**src/rtl/sfr_timer_pkg.sv**
```systemverilog
// Register map, channel layout and CTRL encoding shared by the SFR timer bank
// and its channels.
package sfr_timer_pkg;

    localparam logic [7:0] REG_IDCODE   = 8'h00;
    localparam logic [7:0] REG_IRQ_PEND = 8'h04;
    localparam logic [7:0] REG_IRQ_MASK = 8'h08;
    localparam logic [7:0] REG_CFG      = 8'h0C;

    localparam logic [7:0] CHAN_BASE    = 8'h40;
    localparam logic [7:0] CHAN_STRIDE  = 8'h10;

    localparam logic [7:0] CH_CTRL      = 8'h0;
    localparam logic [7:0] CH_PERIOD    = 8'h4;
    localparam logic [7:0] CH_VALUE     = 8'h8;
    localparam logic [7:0] CH_PRESC     = 8'hC;

    localparam int CTRL_EN      = 0;
    localparam int CTRL_RELOAD  = 1;
    localparam int CTRL_CASCADE = 2;

    typedef struct packed {
        logic cascade;
        logic reload;
        logic en;
    } ctrl_t;

    function automatic logic [7:0] chan_addr(input int k, input logic [7:0] off);
        return 8'(int'(CHAN_BASE) + int'(CHAN_STRIDE) * k + int'(off));
    endfunction

endpackage

```
**src/rtl/mem_split32.sv**
```systemverilog
// MemSplit32 register bus: combinational ack, reads answered by a one-cycle
// resp pulse with registered rdata, writes have no response.
interface MemSplit32;
    logic        req;
    logic        we;
    logic [31:0] addr;
    logic [31:0] wdata;
    logic [3:0]  be;
    logic        ack;
    logic        resp;
    logic [31:0] rdata;

    modport Master (output req, we, addr, wdata, be, input ack, resp, rdata);
    modport Slave  (input req, we, addr, wdata, be, output ack, resp, rdata);
endinterface

```
**src/rtl/sfr_timer_ch.sv**
```systemverilog
// One timer channel: prescaler, 32-bit up-counter with PERIOD compare and expiry
// pulse. Chaining from the previous channel exists only with SFR_TIMER_CASCADE_EN.
module sfr_timer_ch
    import sfr_timer_pkg::*;
#(
    parameter int PRESC_W = 16,
    parameter bit CASC_OK = 1'b1
) (
    input  logic               clk_i,
    input  logic               rst_ni,
    input  logic               ctrl_we_i,
    input  logic               period_we_i,
    input  logic               presc_we_i,
    input  logic [31:0]        wdata_i,
    input  logic               cascade_tick_i,
    output ctrl_t              ctrl_o,
    output logic [31:0]        period_o,
    output logic [31:0]        value_o,
    output logic [PRESC_W-1:0] presc_o,
    output logic               expire_o
);

    ctrl_t              r_ctrl;
    logic [31:0]        r_period;
    logic [31:0]        r_value;
    logic [PRESC_W-1:0] r_presc;
    logic [PRESC_W-1:0] r_pc;

    logic               w_pc_hit;
    logic               w_tick;
    logic               w_wrap_hit;
    logic [31:0]        w_value_inc;

    assign w_pc_hit    = (r_pc == r_presc);
    assign w_value_inc = r_value + 32'd1;
    // PERIOD=0 matches only on the FFFFFFFF->0 wrap, giving a 2^32-tick period.
    assign w_wrap_hit  = (w_value_inc == r_period);

`ifdef SFR_TIMER_CASCADE_EN
    logic w_casc_sel;
    assign w_casc_sel = CASC_OK && r_ctrl.cascade;
    assign w_tick     = w_casc_sel ? cascade_tick_i : w_pc_hit;
`else
    logic w_unused;
    assign w_unused = cascade_tick_i ^ CASC_OK;
    assign w_tick   = w_pc_hit;
`endif

    always_ff @(posedge clk_i) begin
        if (!rst_ni) begin
            r_ctrl   <= '0;
            r_period <= '0;
            r_value  <= '0;
            r_presc  <= '0;
            r_pc     <= '0;
        end else begin
            if (period_we_i) begin
                r_period <= wdata_i;
            end
            if (presc_we_i) begin
                r_presc <= wdata_i[PRESC_W-1:0];
            end
            // A CTRL write restarts the count and overrides a coinciding tick.
            if (ctrl_we_i) begin
                r_ctrl.en     <= wdata_i[CTRL_EN];
                r_ctrl.reload <= wdata_i[CTRL_RELOAD];
`ifdef SFR_TIMER_CASCADE_EN
                r_ctrl.cascade <= wdata_i[CTRL_CASCADE];
`else
                r_ctrl.cascade <= 1'b0;
`endif
                r_value <= '0;
                r_pc    <= '0;
            end else if (r_ctrl.en) begin
                r_pc <= w_pc_hit ? '0 : r_pc + PRESC_W'(1);
                if (w_tick) begin
                    if (w_wrap_hit) begin
                        r_value   <= '0;
                        r_ctrl.en <= r_ctrl.reload;
                    end else begin
                        r_value <= w_value_inc;
                    end
                end
            end
        end
    end

    assign expire_o = r_ctrl.en & w_tick & w_wrap_hit;
    assign ctrl_o   = r_ctrl;
    assign period_o = r_period;
    assign value_o  = r_value;
    assign presc_o  = r_presc;

endmodule

```
**src/rtl/sfr_timer_bank.sv**
```systemverilog
// Bank of N_TIMERS SFR timers on a MemSplit32 slave: decode, read mux, W1C pend,
// mask and IRQ lines. Channel chaining is built only with SFR_TIMER_CASCADE_EN.
module sfr_timer_bank
    import sfr_timer_pkg::*;
#(
    parameter int          N_TIMERS = 4,
    parameter int          PRESC_W  = 16,
    parameter logic [31:0] IDCODE   = 32'h71AE0001
) (
    input  logic                clk_i,
    input  logic                rst_ni,
    MemSplit32.Slave            host,
    output logic [N_TIMERS-1:0] irq_bo,
    output logic                irq_o
);

    logic [7:0]          w_addr;
    logic                w_wr;
    logic                w_rd;
    logic                w_unused;
    logic [N_TIMERS-1:0] w_expire;
    logic [N_TIMERS-1:0] w_casc_tick;
    logic [N_TIMERS-1:0] w_ctrl_we;
    logic [N_TIMERS-1:0] w_period_we;
    logic [N_TIMERS-1:0] w_presc_we;
    logic [N_TIMERS-1:0] w_pend_clr;
    ctrl_t               w_ctrl   [N_TIMERS];
    logic [31:0]         w_period [N_TIMERS];
    logic [31:0]         w_value  [N_TIMERS];
    logic [PRESC_W-1:0]  w_presc  [N_TIMERS];
    logic [31:0]         w_rdata;

    logic [N_TIMERS-1:0] r_pend;
    logic [N_TIMERS-1:0] r_mask;
    logic                r_resp;
    logic [31:0]         r_rdata;

    assign w_addr   = host.addr[7:0];
    assign w_wr     = host.req & host.we;
    assign w_rd     = host.req & ~host.we;
    assign w_unused = ^{host.addr[31:8], host.be};

    assign host.ack   = host.req;
    assign host.resp  = r_resp;
    assign host.rdata = r_rdata;

    for (genvar k = 0; k < N_TIMERS; k++) begin : g_ch
        assign w_ctrl_we[k]   = w_wr && (w_addr == chan_addr(k, CH_CTRL));
        assign w_period_we[k] = w_wr && (w_addr == chan_addr(k, CH_PERIOD));
        assign w_presc_we[k]  = w_wr && (w_addr == chan_addr(k, CH_PRESC));

        if (k == 0) begin : g_first
            assign w_casc_tick[k] = 1'b0;
        end else begin : g_chain
            assign w_casc_tick[k] = w_expire[k-1];
        end

        sfr_timer_ch #(
            .PRESC_W (PRESC_W),
            .CASC_OK (k != 0)
        ) u_ch (
            .clk_i          (clk_i),
            .rst_ni         (rst_ni),
            .ctrl_we_i      (w_ctrl_we[k]),
            .period_we_i    (w_period_we[k]),
            .presc_we_i     (w_presc_we[k]),
            .wdata_i        (host.wdata),
            .cascade_tick_i (w_casc_tick[k]),
            .ctrl_o         (w_ctrl[k]),
            .period_o       (w_period[k]),
            .value_o        (w_value[k]),
            .presc_o        (w_presc[k]),
            .expire_o       (w_expire[k])
        );
    end

    always_comb begin
        w_rdata = '0;
        case (w_addr)
            REG_IDCODE:   w_rdata = IDCODE;
            REG_IRQ_PEND: w_rdata = 32'(r_pend);
            REG_IRQ_MASK: w_rdata = 32'(r_mask);
            REG_CFG:      w_rdata = {16'h0, 8'(PRESC_W), 8'(N_TIMERS)};
            default:      w_rdata = '0;
        endcase
        for (int k = 0; k < N_TIMERS; k++) begin
            if (w_addr == chan_addr(k, CH_CTRL))   w_rdata = 32'(w_ctrl[k]);
            if (w_addr == chan_addr(k, CH_PERIOD)) w_rdata = w_period[k];
            if (w_addr == chan_addr(k, CH_VALUE))  w_rdata = w_value[k];
            if (w_addr == chan_addr(k, CH_PRESC))  w_rdata = 32'(w_presc[k]);
        end
    end

    assign w_pend_clr = (w_wr && (w_addr == REG_IRQ_PEND)) ? host.wdata[N_TIMERS-1:0] : '0;

    always_ff @(posedge clk_i) begin
        if (!rst_ni) begin
            r_pend  <= '0;
            r_mask  <= '0;
            r_resp  <= 1'b0;
            r_rdata <= '0;
        end else begin
            // Hardware set wins over a same-cycle W1C of the same bit.
            r_pend <= (r_pend & ~w_pend_clr) | w_expire;
            if (w_wr && (w_addr == REG_IRQ_MASK)) begin
                r_mask <= host.wdata[N_TIMERS-1:0];
            end
            r_resp <= w_rd;
            if (w_rd) begin
                r_rdata <= w_rdata;
            end
        end
    end

    assign irq_bo = r_pend & r_mask;
    assign irq_o  = |irq_bo;

endmodule

```
**src/flat_wrapper.sv**
```systemverilog
// flat-port wrapper written by rule: the top's interface ports become plain ports
module sfr_timer_bank_flat import sfr_timer_pkg::*;
#(
    parameter int          N_TIMERS = 4,
    parameter int          PRESC_W  = 16,
    parameter logic [31:0] IDCODE   = 32'h71AE0001
)
  (clk_i, rst_ni, irq_bo, irq_o, host_req, host_we, host_addr, host_wdata, host_be, host_ack, host_resp, host_rdata);
  MemSplit32 host_i ();
  input  logic clk_i;
  input  logic rst_ni;
  output logic [N_TIMERS-1:0] irq_bo;
  output logic irq_o;
  input wire logic [$bits(host_i.req)-1:0] host_req;
  input wire logic [$bits(host_i.we)-1:0] host_we;
  input wire logic [$bits(host_i.addr)-1:0] host_addr;
  input wire logic [$bits(host_i.wdata)-1:0] host_wdata;
  input wire logic [$bits(host_i.be)-1:0] host_be;
  output wire logic [$bits(host_i.ack)-1:0] host_ack;
  output wire logic [$bits(host_i.resp)-1:0] host_resp;
  output wire logic [$bits(host_i.rdata)-1:0] host_rdata;
  assign host_i.req = host_req;
  assign host_i.we = host_we;
  assign host_i.addr = host_addr;
  assign host_i.wdata = host_wdata;
  assign host_i.be = host_be;
  assign host_ack = host_i.ack;
  assign host_resp = host_i.resp;
  assign host_rdata = host_i.rdata;
  sfr_timer_bank #(.N_TIMERS(N_TIMERS), .PRESC_W(PRESC_W), .IDCODE(IDCODE)) u_core (.clk_i(clk_i), .rst_ni(rst_ni), .host(host_i), .irq_bo(irq_bo), .irq_o(irq_o));
endmodule
```
**config.mk**
```make
export PLATFORM = sky130hd
export DESIGN_NAME = sfr_timer_bank_flat
export DESIGN_NICKNAME = d
export VERILOG_FILES = /design/src/rtl/sfr_timer_pkg.sv /design/src/rtl/mem_split32.sv /design/src/rtl/sfr_timer_ch.sv /design/src/rtl/sfr_timer_bank.sv /design/src/flat_wrapper.sv
export SDC_FILE = /design/constraint.sdc
export NUM_CORES = 1
export LEC_CHECK = 0
export ABC_AREA = 1
export CAP_MARGIN = 20
export CORE_AREA = 5 5 243 245
export CTS_CLUSTER_SIZE = 8
export DETAILED_ROUTE_END_ITERATION = 12
export DIE_AREA = 0 0 248 250
export HOLD_SLACK_MARGIN = 0.08
export PLACE_DENSITY = 0.61
export SLEW_MARGIN = 10
export SYNTH_ARGS = -nofsm -noshare
export SYNTH_HDL_FRONTEND = slang
export SYNTH_SLANG_ARGS = --single-unit
```
**constraint.sdc**
```tcl
create_clock -name clk_i -period 3 [get_ports clk_i]
set_input_delay 0.3 -clock clk_i [delete_from_list [all_inputs] [get_ports clk_i]]
set_output_delay 0.3 -clock clk_i [all_outputs]
set_load 0.02 [all_outputs]
```
==> impl_metrics.py, run 1 <==
metrics = {
    "timing": {
        "worst_pin_slew_ns": 0.943,
        "finalSetupViolations": 0,
        "worst_slack_ns": 0.109,
        "relSlewSlack": 0.371,
        "hold_viol": 0,
        "fmax_mhz": 346,
        "timing.final.crit_share": 0.964,
        "drv_slew": 0,
        "skew_ns": 0.0199,
        "fin_crit_ns": 2.89,
    },
    "synth": {
        "ys_warn_count": 0,
        "synth_top_area_share": 0.346,
        "synth_cells": 3934,
        "synth.top_cells.by_count": "nand2_1, a21oi_1, dfxtp_1, inv_1, nor2_1",
        "async_flop_share": 0,
        "synth_flop_cell": "dfxtp_1",
        "synthTopCellsByArea": "dfxtp_1, nand2_1, a21oi_1, o21ai_0, inv_1",
        "yosys.area.top_type": "dfxtp_1",
        "syn_nets": 4014,
        "synth_seq_cells": 433,
        "synth_area_um2": 25100,
        "synth.most_common_cell": "nand2_1",
        "synth_edf_count": 0,
        "yosysSeqAreaShare": 0.346,
        "synth_cell_types": 48,
        "postSynthAreaPerCell_um2": 6.38,
    },
    "place": {
        "io_buffer_count": 82,
        "place_ws_ns": -0.0853,
        "hpwl_um": 73100,
        "place.gp.congestion": 0.976,
        "placed_cell_area_um2": 27700,
    },
    "run": {
        "drv_cap": 0,
    },
    "drt": {
        "finalWirelength_um": 97400,
        "drt-pass1-iter-count": 6,
        "wl_per_cell_um": 20.0,
        "drc_errors": 0,
        "drtIter0Drc": 2411,
        "vias": 26700,
        "viasPerCell": 5.50,
        "antenna_left": 0,
    },
    "min_path": {
        "hp-class": "in -> reg",
    },
    "status": {
        "outcome": "finished, final reports clean",
    },
    "global_route": {
        "grt_pass1_vias": 24800,
        "grt_start_max_net_pins": 68,
        "antenna_found_initial": 5,
        "track_usage": 0.303,
        "grt_pass1_wl_um": 147000,
        "overflow": 0,
    },
    "cells_and_area": {
        "nets": 4165,
        "nFillCells": 5969,
        "fin_area_um2": 29300,
        "area_delta_synth_final_pct": 16.8,
        "antenna_cells": 0,
        "drive_gt1_frac": 0.0743,
    },
    "floorplanning": {
        "io_pins": 111,
        "die-area_um2": 62000,
        "fp.dieW_um": 248,
        "rows": 88,
        "core_area_um2": 56900,
        "die_h_um": 250,
        "start_util": 0.441,
    },
    "critical_path": {
        "critical_path_class": "reg -> reg",
        "worst_setup_path_end_kind": "flop",
        "startpoint_type": "flop",
        "cp.arrival_ns": 3.37,
        "cp_max_fo": 28,
        "crit_required_ns": 3.48,
    },
    "pwr": {
        "p_leak_nw": 11.0,
        "power_density_nw_per_um2": 427,
        "peakVddDrop_mv": 0.443,
        "power_mw": 12.5,
    },
    "clock_network": {
        "cts.clk_slew.worst_paths_ns": 0.05,
        "cts_max_path_buffers": 3,
        "ctsHtreeMaxLevel": 2,
        "root_buffer": "clkbuf_16",
        "clk_latency_ns": 0.63,
        "cts_tree": "yes",
        "cts_sinks": 433,
        "cts_buffers": 60,
    },
}
-- stage by stage --
| stage | setup TNS [ns] | std cells | util | hold WS, ns |
|---|---|---|---|---|
| after CTS | 0 | 4857 | 0.514 | 0.150 |
| final | 0 | 4858 | 0.515 | 0.202 |
| after global placement | 0 | 4787 | 0.486 | 0.459 |
| after detailed placement | -0.198 | 4787 | 0.486 | 0.458 |
| after global routing | -0.0167 | 4858 | 0.515 | 0.181 |
| after floorplan | 0 | 3934 | - | 0.441 |
-- report_power, final --
part / internal (mW) / switching [mW]
Sequential: 5.76 / 0.00513
Combinational: 0.145 / 0.380
Clock: 3.61 / 2.59
-- worst paths after layout --
kind / depth (start not counted) / slack [ns] / end / start
hold reg to reg: 2 / 0.47 / u_core.host.rdata[30]$_SDFFE_PN0P_ / u_core.host.rdata[30]$_SDFFE_PN0P_
hold / removal: 3 / 0.20 / u_core.g_ch[2].u_ch.ctrl_o[1]$_SDFFE_PN0P_ / rst_ni
setup / recovery: 15 / 0.11 / u_core.g_ch[2].u_ch.value_o[22]$_SDFFE_PP0P_ / u_core.g_ch[2].u_ch.value_o[2]$_SDFFE_PP0P_
setup reg to reg: 15 / 0.11 / u_core.g_ch[2].u_ch.value_o[22]$_SDFFE_PP0P_ / u_core.g_ch[2].u_ch.value_o[2]$_SDFFE_PP0P_
-- layer usage --
layer	up-vias	global-route usage	routed length, µm
met5	-	0	7
met4	2	0.138	5180
met3	236	0.0359	6490
met2	975	0.499	45100
met1	12200	0.398	40600
li1	13300	-	-
-- state kept, by name, indices dropped and copies added (netlist names) --
name	count
u_core.g_ch.u_ch.presc_o	64
u_core.g_ch.u_ch.ctrl_o	8
u_core.host.rdata	32
u_core.g_ch.u_ch.period_o	128
u_core.r_pend	4
u_core.host.resp	1
u_core.g_ch.u_ch.value_o	128
u_core.g_ch.u_ch.r_pc	64
u_core.r_mask	4
-- repair_timing --
action                                  CTS  global route
hold buffers                              0             0
buffers inserted                          0             1
endpoints found under the setup margin    0            66
gates resized for setup                   0             7
-- critical path: stages, from the launching register on --
cell and delay, ns:
dfxtp_1 0.47, nand3_1 0.35, inv_2 0.11, nand2_1 0.09
nor2_1 0.30, nand3_1 0.19, nand2_1 0.15, nand2_1 0.06
nand2_1 0.06, nand3_1 0.07, nor2_1 0.08, nand2_1 0.10
nor2_4 0.28, nand2_8 0.20, nand4_1 0.14, a21oi_1 0.07
-- cell type report --
type | count | area (µm²) | share of cell area
clock buffers | 69 | 1580 | 0.0539
clock inverters | 1 | 16.3 | 0.000555
inverters | 449 | 1690 | 0.0575
multi-input cells | 2888 | 14100 | 0.481
flip-flops and latches | 433 | 8670 | 0.296
well taps | 765 | 957 | 0.0327
repair buffers | 253 | 2290 | 0.0782
-- cell families (layout without fill, tap and decap cells) --
group,count (synthesis),in the layout,share of synthesized area
xor gates and xnor gates,143,143,0.0510
DFF,433,433,0.346
and+or+nand+nor,1833,1833,0.315
AOI/OAI and AO/OA,904,904,0.190
buffers and inverters,613,772,0.0944
adders and majority gates,8,8,0.00399
-- layout by cell type (no fill, tap or decap), drive strengths merged, types with 2 or more instances in the layout --
cell / instances
o2111ai: 7
nor3b: 13
buf: 172
nor4: 8
o21ai: 351
nand2: 926
xor2: 125
ha: 8
a21o: 7
clkinv: 9
a2111oi: 2
a21oi: 455
and2: 2
a31oi: 2
nand3b: 5
o22ai: 13
and3: 3
or2: 20
xnor2: 16
inv: 441
nand3: 248
clkbuf: 69
a211oi: 3
xnor3: 2
nor3: 84
o211ai: 56
a221oi: 3
dfxtp: 433
nand4: 134
nor2: 390
clkdlybuf4s50: 81
(Power assumes the default switching activity.)
==> run 2, diff against run 1 <==
--- a/config.mk
+++ b/config.mk
@@ -6,11 +6,11 @@
 export NUM_CORES = 1
 export LEC_CHECK = 0
 export ABC_AREA = 1
-export CAP_MARGIN = 20
-export CORE_AREA = 5 5 243 245
+export CAP_MARGIN = 25
+export CORE_AREA = 2 2 240 242
 export CTS_CLUSTER_SIZE = 8
 export DETAILED_ROUTE_END_ITERATION = 12
-export DIE_AREA = 0 0 248 250
+export DIE_AREA = 0 0 242 244
 export HOLD_SLACK_MARGIN = 0.08
 export PLACE_DENSITY = 0.61
 export SLEW_MARGIN = 10
==> constraint.sdc (replaced) <==
create_clock -name clk_i -period 2.8 [get_ports clk_i]
set_input_delay 0.28 -clock clk_i [delete_from_list [all_inputs] [get_ports clk_i]]
set_output_delay 0.28 -clock clk_i [all_outputs]
set_load 0.02 [all_outputs]
==> run 2 against run 1 <==
Worst setup slack worse by 0.087 ns. Critical path depth unchanged. Largest cell class unchanged. Worst hold slack worse by 0.060 ns. Global-route usage up 2.8 points. Register-to-register slack worse by 0.09 ns. Critical path type unchanged. Die area down 4.8%. Count of clock-buffer cells in the layout down 5. Non-clock buffer count up 118. Core utilization up 3.0 points. Clock power up 7.3%. Via count up 2.8%.
==> impl_metrics.py, run 2 (synthesis results as in run 1) <==
metrics = {
    "floorplanning": {
        "fp.dieW_um": 242,
        "io_pins": 111,
        "start_util": 0.447,
        "die-area_um2": 59000,
        "die_h_um": 244,
        "rows": 87,
        "core_area_um2": 56200,
    },
    "pwr": {
        "p_leak_nw": 11.7,
        "seqPwrFrac": 0.460,
        "power.switching_mw": 3.25,
        "internal_power_mw": 10.2,
        "p_sw_frac": 0.242,
        "power_density_nw_per_um2": 439,
        "power_frac_comb": 0.044,
        "peakVddDrop_mv": 0.447,
        "pwr-share-clk": 0.496,
    },
    "critical_path": {
        "cp_max_fo": 5,
        "r2r-start": "u_core.g_ch[3].u_ch.value_o[1]$_SDFFE_PP0P_",
        "cp.arrival_ns": 3.33,
        "crit_required_ns": 3.35,
        "rr_worst_depth": 15,
        "cp-startpoint": "u_core.g_ch[3].u_ch.value_o[1]$_SDFFE_PP0P_",
        "worst_setup_path_end_kind": "flop",
        "critical_path_class": "reg -> reg",
        "startpoint_type": "flop",
    },
    "timing": {
        "relSlewSlack": 0.373,
        "drv_slew": 0,
        "hold_ws_ns": 0.142,
        "worst_slack_ns": 0.0223,
        "timing.final.crit_share": 0.992,
        "hold_viol": 0,
        "skew_ns": 0.0241,
        "fmax_mhz": 360,
        "worst_pin_slew_ns": 0.938,
        "rsz0062_at_grt": "true",
        "finalSetupViolations": 0,
        "fin_crit_ns": 2.78,
    },
    "drt": {
        "vias": 27500,
        "drt-pass1-iter-count": 7,
        "viasPerCell": 5.53,
        "drc_errors": 0,
        "finalWirelength_um": 101000,
        "drtIter0Drc": 2576,
        "wl_per_cell_um": 20.3,
        "antenna_left": 0,
    },
    "cells_and_area": {
        "fin_area_um2": 30600,
        "layout_commonest_cell": "nand2_1",
        "fin_util": 0.544,
        "nFillCells": 5749,
        "nets": 4283,
        "drive_gt1_frac": 0.118,
        "multi_input_area_um2": 14400,
        "area_delta_synth_final_pct": 21.9,
        "final_cell_mix": "nand2_1, a21oi_1, inv_1, dfxtp_1, nor2_1",
        "seqCellArea_um2": 8690,
    },
    "status": {
        "outcome": "finished, final reports clean",
    },
    "global_route": {
        "grt_pass1_vias": 25500,
        "antenna_found_initial": 3,
        "overflow": 0,
        "grt_pass1_wl_um": 151000,
        "track_usage": 0.331,
        "grt_start_max_net_pins": 111,
    },
    "clock_network": {
        "ctsHoldBuffers": 0,
        "cts_tree": "yes",
        "cts_sinks": 433,
        "cts.clk_slew.worst_paths_ns": 0.05,
        "cts_buffers": 60,
        "root_buffer": "clkbuf_16",
        "clk_latency_ns": 0.64,
        "ctsHtreeMaxLevel": 2,
        "cts_max_path_buffers": 3,
    },
    "run": {
        "drv_cap": 0,
    },
    "min_path": {
        "worstHoldStart": "rst_ni",
        "hp-class": "in -> reg",
        "hold_depth": 3,
    },
    "place": {
        "place_ws_ns": -0.169,
        "hpwl_um": 75600,
        "io_buffer_count": 82,
        "place.gp.congestion": 0.989,
        "placed_cell_area_um2": 28600,
    },
}
-- run 2: changes by cell type in the layout (fill, tap and decap cells not counted), sizes merged --
cell,change
buf,+118
clkbuf,-5
diode,+2
inv,+2
-- run 2: worst paths after layout --
check	slack (ns)	end
setup / recovery	0.02	u_core.r_pend[3]$_SDFF_PN0_
hold / removal	0.14	u_core.g_ch[1].u_ch.period_o[0]$_SDFFE_PN0P_
setup reg to reg	0.02	u_core.r_pend[3]$_SDFF_PN0_
hold reg to reg	0.47	u_core.host.rdata[22]$_SDFFE_PN0P_
-- run 2: worst max-delay path: stages, from the launching register on --
cell     delay [ns]
dfxtp_1        0.37
ha_1           0.21
nand3_1        0.12
nor2_2         0.15
nand2_2        0.14
inv_2          0.15
nand2_1        0.08
nand2_1        0.07
nand2_1        0.10
xor2_1         0.15
nor2_1         0.23
nand4_1        0.11
nor2_1         0.17
buf_4          0.17
nand3_1        0.26
a21oi_1        0.21
-- run 2: layout make-up --
cell class,count,area share
Antenna cell,2,0.000164
Clock inverter,3,0.00155
Tap cell,756,0.0309
Multi-Input combinational cell,2888,0.470
Inverter,449,0.0551
Sequential cell,433,0.284
Timing Repair Buffer,371,0.108
Clock buffer,64,0.0506
-- run 2: per-stage QoR --
step           TNS (ns)  std cells  power, mW
2_1_floorplan         0       3934       6.54
3_3_place_gp      -1.16       4891       6.89
3_5_place_dp      -1.32       4891       6.89
4_1_cts               0       4958       13.5
5_1_grt          -0.145       4964       13.8
6_report              0       4966       13.4
-- run 2: what timing repair did --
action,in CTS,in global routing
buffers inserted,0,6
resized for setup,0,98
endpoints found under the setup margin,0,131
-- run 2: power by group through the flow --
stage	combinational, mW	clock, mW	sequential (mW)
2_1_floorplan	0.230	0	6.31
3_3_place_gp	0.580	0	6.31
3_5_place_dp	0.579	0	6.31
4_1_cts	0.580	6.72	6.18
5_1_grt	0.624	6.97	6.17
6_report	0.595	6.65	6.18
-- run 2: routing by layer --
layer,vias to the layer above,routed length [µm],global-route usage
li1,13500,-,-
met2,1018,46600,0.554
met5,-,13,0
met1,12700,42100,0.420
met4,2,5560,0.177
met3,248,6620,0.0362
